## config.mk

```make
export PLATFORM = sky130hd
export DESIGN_NAME = stopwatch_ctrl
export DESIGN_NICKNAME = d
export VERILOG_FILES = /design/src/rtl/stopwatch_ctrl.sv
export SDC_FILE = /design/constraint.sdc
export NUM_CORES = 1
export LEC_CHECK = 0
export CAP_MARGIN = 30
export CORE_AREA = 2 2 103 105
export DETAILED_ROUTE_END_ITERATION = 7
export DIE_AREA = 0 0 105 107
export GPL_TIMING_DRIVEN = 1
export PLACE_DENSITY_LB_ADDON = 0.25
export SLEW_MARGIN = 25
export SYNTH_ARGS = -nofsm -noshare
export SYNTH_HDL_FRONTEND = slang
export SYNTH_SLANG_ARGS = --single-unit
export TNS_END_PERCENT = 30
```

## constraint.sdc

```tcl
create_clock -name clk -period 2.8 [get_ports clk]
set_input_delay 0.56 -clock clk [delete_from_list [all_inputs] [get_ports clk]]
set_output_delay 0.56 -clock clk [all_outputs]
set_load 0.03 [all_outputs]
```

## src/rtl/stopwatch_ctrl.sv

```systemverilog
// Stopwatch sequencer: button conditioning, run/lap/pause FSM and 10 ms tick divider.
// Drives the BCD counter enable/clear and the display freeze latch.
`timescale 1ns/1ps
module stopwatch_ctrl #(
    parameter int TICK_DIV     = 1_000_000,
    parameter int DEBOUNCE_CYC = 1_000_000
) (
    input  logic       clk,
    input  logic       reset,
    input  logic       btn_startstop,
    input  logic       btn_clear,
    input  logic       btn_lap,
    output logic       count_en,
    output logic       count_clr,
    output logic       disp_freeze,
    output logic       running,
    output logic [1:0] state
);

    localparam int PW = $clog2(TICK_DIV);
    localparam int DW = $clog2(DEBOUNCE_CYC + 1);
    localparam logic [PW-1:0] PRE_TOP = PW'(TICK_DIV - 1);
    localparam logic [DW-1:0] DB_TOP  = DW'(DEBOUNCE_CYC - 1);

    localparam logic [1:0] IDLE  = 2'b00;
    localparam logic [1:0] RUN   = 2'b01;
    localparam logic [1:0] LAP   = 2'b10;
    localparam logic [1:0] PAUSE = 2'b11;

    // bit 0 startstop, bit 1 clear, bit 2 lap
    logic [2:0]    btn;
    logic [2:0]    meta;
    logic [2:0]    sync;
    logic [2:0]    prev;
    logic [2:0]    db;
    logic [2:0]    db_q;
    logic [2:0]    press;
    logic [DW-1:0] db_cnt [3];

    logic          clr_p;
    logic          ss_p;
    logic          lap_p;
    logic [1:0]    nxt;
    logic          nxt_run;
    logic [PW-1:0] pre;

    assign btn = {btn_lap, btn_clear, btn_startstop};

    always_ff @(posedge clk or negedge reset) begin
        if (!reset) begin
            meta <= '0;
            sync <= '0;
            prev <= '0;
            db   <= '0;
            db_q <= '0;
            for (int i = 0; i < 3; i++) begin
                db_cnt[i] <= '0;
            end
        end else begin
            meta <= btn;
            sync <= meta;
            prev <= sync;
            db_q <= db;
            for (int i = 0; i < 3; i++) begin
                if (sync[i] != prev[i]) begin
                    db_cnt[i] <= '0;
                end else if (db_cnt[i] != DB_TOP) begin
                    db_cnt[i] <= db_cnt[i] + DW'(1);
                end
                if (sync[i] == prev[i] && db_cnt[i] == DB_TOP) begin
                    db[i] <= sync[i];
                end
            end
        end
    end

    assign press = db & ~db_q;
    assign clr_p = press[1];
    assign ss_p  = press[0] & ~press[1];
    assign lap_p = press[2] & ~press[1] & ~press[0];

    always_comb begin
        nxt = state;
        case (state)
            IDLE:    if (ss_p) nxt = RUN;
            RUN:     if (ss_p) nxt = PAUSE;
                     else if (lap_p) nxt = LAP;
            LAP:     if (ss_p) nxt = PAUSE;
                     else if (lap_p) nxt = RUN;
            PAUSE:   if (ss_p) nxt = RUN;
            default: nxt = IDLE;
        endcase
        if (clr_p) nxt = IDLE;
    end

    assign nxt_run     = (nxt == RUN) || (nxt == LAP);
    assign running     = (state == RUN) || (state == LAP);
    assign disp_freeze = (state == LAP);

    // A wrap that coincides with leaving RUN/LAP is parked at the top
    // so the tick fires right after resume instead of landing in PAUSE.
    always_ff @(posedge clk or negedge reset) begin
        if (!reset) begin
            state     <= IDLE;
            pre       <= '0;
            count_en  <= 1'b0;
            count_clr <= 1'b0;
        end else begin
            state     <= nxt;
            count_clr <= clr_p;
            count_en  <= 1'b0;
            if (clr_p || state == IDLE) begin
                pre <= '0;
            end else if (running) begin
                if (pre != PRE_TOP) begin
                    pre <= pre + PW'(1);
                end else if (nxt_run) begin
                    pre      <= '0;
                    count_en <= 1'b1;
                end
            end
        end
    end

endmodule
```

==> summary.md <==
| Metric | Value |
|---|---|
| Status | `finished clean` |
| Die width | `105 um` |
| Total Routed Length | `roughly 9600 um` |
| Clock Skews | `7.98 ps` |
| Initial core utilization | `49.2%` |
| Longest Clk Path Bufs | `2` |
| Setup-failing EPs final | `0` |
| Routability cong. | `between 0.8 and 0.9` |
| Multi-input gate area | `roughly 0.0024 mm^2` |
| Reg-to-reg endpoint | `pre[18]` |
| Slew margin rel. | `40.7%` |
| Number of synthesized flops with an enable pin | `0` |
| Critical path type | `register to output pin` |
| Syn Std Cell Area | `between 0.004 and 0.005 mm^2` |
| Iter 0 DRT Violations | `211` |
| Distinct cells, synth | `50` |
| CP endpoint | `running` |
| First-pass GRT wire length | `17,100 um` |
| Vert. Die Dim | `107 um` |
| Flops & latches, synth | `99` |
| FF-to-FF Start | `state[0]` |
| P_leak | `0.00227 uW` |
| Worst R2R Path Depth | `8` |
| Post-DR vias/cell | `5.54` |
| Clock Pin Slew Worst Setup and Hold Paths | `~100 ps` |
| Crit path max-delay cell type | `clkdlybuf4s50_1` |
| Achievable frequency | `0.393 GHz` |
| Hold slack | `about 140 ps` |
| Worst-path cell chain | `inv_1 > ha_1 > clkdlybuf4s50_1` |
| Number of iterations in the first detailed-routing pass | `4` |
| Filler Cells Inserted | `961` |
| Dpl hpwl | `6480 um` |
| Max stage delay on crit path | `between 700 and 800 ps` |
| Max VDD drop | `0.000447 V` |
| Seq/Total Area, Yosys | `about half` |
| Port bufs | `10` |
| Synth warn | `0` |
| Synth top area share | `49.9%` |
| CP required | `2240 ps` |
| Top Ports | `11` |
| WL/cell | `14.2 um` |
| Crit path max-delay family | `buffers and inverters` |
| Area contributors post-synth | `dfrtp_1 50%, xor2_1 6.9%, nor2_1 5.6%` |
| Max cap viols | `0` |
| Clk_lat worst skew | `390 ps` |
| Post-Syn Instances | `519` |
| Syn avg cell area | `9.57 um^2` |
| Layout cell share with drive strength beyond 1 | `between 7 and 8%` |
| Worst EP arrival | `1980 ps` |
| Final Critical Period | `2540 ps` |
| Postcts setup bufs | `0` |
| Setup TNS | `0 ps` |
| Cell Rows | `37` |
| CORE AREA | `~0.01 mm^2` |
| H-tree depth | `3` |
| CTS-repair resized insts | `0` |
| R2R Setup Slk | `between 300 and 400 ps` |
| Levels on crit path | `3` |
| Area leader, netlist | `dfrtp_1` |
| Final hold vios | `0` |
| CTS tree | `built` |
| # hold bufs at CTS | `0` |
| Total global routing overflow | `0` |
| Register Area | `0.00248 mm^2` |
| Routed Antenna Nets | `0` |
| Fraction of registers with async set/reset | `100%` |
| Buf/Inv on CP | `2` |
| Nets@finish | `~550` |
| Clock sinks | `99` |
| Max Fanout on Critical Path | `5` |
| Die area | `0.0112 mm^2` |
| TritonCTS Buffers | `9` |
| Crit start category | `register` |
| Syn_nets | `approximately 530` |
| Unrepaired setup endpoints after global routing | `no` |
| Pwr per Cell Area | `487 mW/mm^2` |
| Largest net degree at the start of global routing | `60` |
| CP startpoint | `state[1]` |
| Number of global-route vias before repair | `between 3,000 and 4,000` |
| Antenna violations before repair | `0` |
| All-Layer GR Usage | `18.9%` |
| Worst Tran Pin Value | `just under 900 ps` |
| Clock root cell | `clkbuf_8` |
| Hold Path Class | `input pin to async pin` |
| Tcrit/Tclk final | `90.8%` |
| CP endpoint kind | `output pin` |
| Most used flip-flop cell after synthesis | `dfrtp_1` |
| Via count | `3,737` |
| DR DRC count | `0` |
| Area Growth Syn to Fin | `10.2%` |
| Slew Limit Fails | `0` |
| Ant diodes | `0` |
state kept, by name (all words and copies together), names as in the netlist:
| signal | flops |
|---|---|
| db_cnt | 60 |
| prev | 3 |
| sync | 3 |
| db_q | 3 |
| pre | 20 |
| state | 2 |
| db | 3 |
| count_clr | 1 |
| count_en | 1 |
| meta | 3 |
per-stage QoR:
step           std cells  cell area [um^2]  setup WS, ps  power, uW  util, %
3_3_place_gp         658              5240           462       1620     51.9
4_1_cts              674              5470           241       2710     54.2
5_1_grt              674              5470          65.9       2770     54.2
3_5_place_dp         658              5240           337       1630     51.9
2_1_floorplan        519              4970           410       1570        -
6_report             674              5470           258       2670     54.2
cell usage in the layout (no fill, tap or decap), types with 2 or more instances in the layout:
cell / synthesis / final
nand4_1: 22 / 22
nor4_1: 8 / 8
nor2_1: 74 / 74
and3_1: 17 / 17
clkbuf_8: 0 / 10
a21oi_1: 17 / 17
o21ai_1: 2 / 2
clkdlybuf4s50_1: 0 / 9
a31oi_1: 9 / 9
a311oi_1: 2 / 2
bufinv_16: 0 / 2
buf_4: 0 / 10
ha_1: 7 / 7
or2_2: 3 / 3
nand2b_1: 3 / 3
inv_6: 0 / 3
dfrtp_1: 99 / 99
nor4b_1: 6 / 6
nand2_1: 42 / 42
nor3b_1: 2 / 2
and2_1: 3 / 3
nand3_1: 29 / 29
xnor2_1: 18 / 18
o21ai_0: 33 / 33
o22ai_1: 2 / 2
nor3_1: 14 / 14
mux2i_1: 2 / 2
and4_1: 5 / 5
inv_1: 11 / 11
or3_1: 11 / 11
nand3b_1: 2 / 2
o21bai_1: 2 / 2
xor2_1: 39 / 39
power breakdown:
group          switching, uW  total (uW)  internal, uW
Combinational           78.6         118          39.4
Sequential              24.1        1480          1460
Clock                    530        1070           539
Total                    632        2670          2030
cells by family after synthesis:
kind of cell / count (synthesis) / synth area share (%)
flip-flops: 99 / 49.9
buffers and inverters: 28 / 2.47
adder cells (fa/ha/maj): 7 / 1.76
multiplexers: 2 / 0.403
AO/OA/AOI/OAI: 71 / 8.69
XOR/XNOR: 57 / 10.1
AND/OR/NAND/NOR: 255 / 26.7
how the worst min path moves through the flow:
stage,cells after the start,endpoint,startpoint
floorplan,0,count_clr,reset
global placement,0,sync[0],meta[0]
detailed placement,0,sync[0],meta[0]
CTS,1,pre[15],reset
global route,1,pre[15],reset
finish,1,pre[15],reset
worst reg2reg max path, stage by stage, from the launching register on:
cell and delay [ps]:
dfrtp_1 390, inv_1 90, ha_1 360, inv_1 90, nor2_1 50, a311oi_1 260, o22ai_1 150, xnor2_1 710
o21ai_0 230
final cells by class:
cell class | count | area share [%]
clock buffers | 10 | 2.51
clock inverters | 6 | 1.74
inverters | 11 | 0.754
multi-input cells | 392 | 43.2
flip-flops and latches | 99 | 45.3
well taps | 136 | 3.11
repair buffers | 20 | 3.38
metal layers:
metal	track usage [%]	wire, um
met4	6.38	135
met1	24.2	4560
met3	5.11	373
met2	31.3	4520
met5	0	0
Yosys cell counts (all sizes together) (3+ instances only):
cell	number
dfrtp	99
a31oi	9
or2	4
and4	5
nor3	14
and2	3
nand4	22
nor4b	6
clkbuf	14
and3	18
xor2	39
o21ai	35
nor2	74
xnor2	18
nand2b	3
inv	11
nand3	30
ha	7
or3	11
nand2	42
a21oi	17
nor4	9
Note: power is estimated with default switching activity, not from simulation.
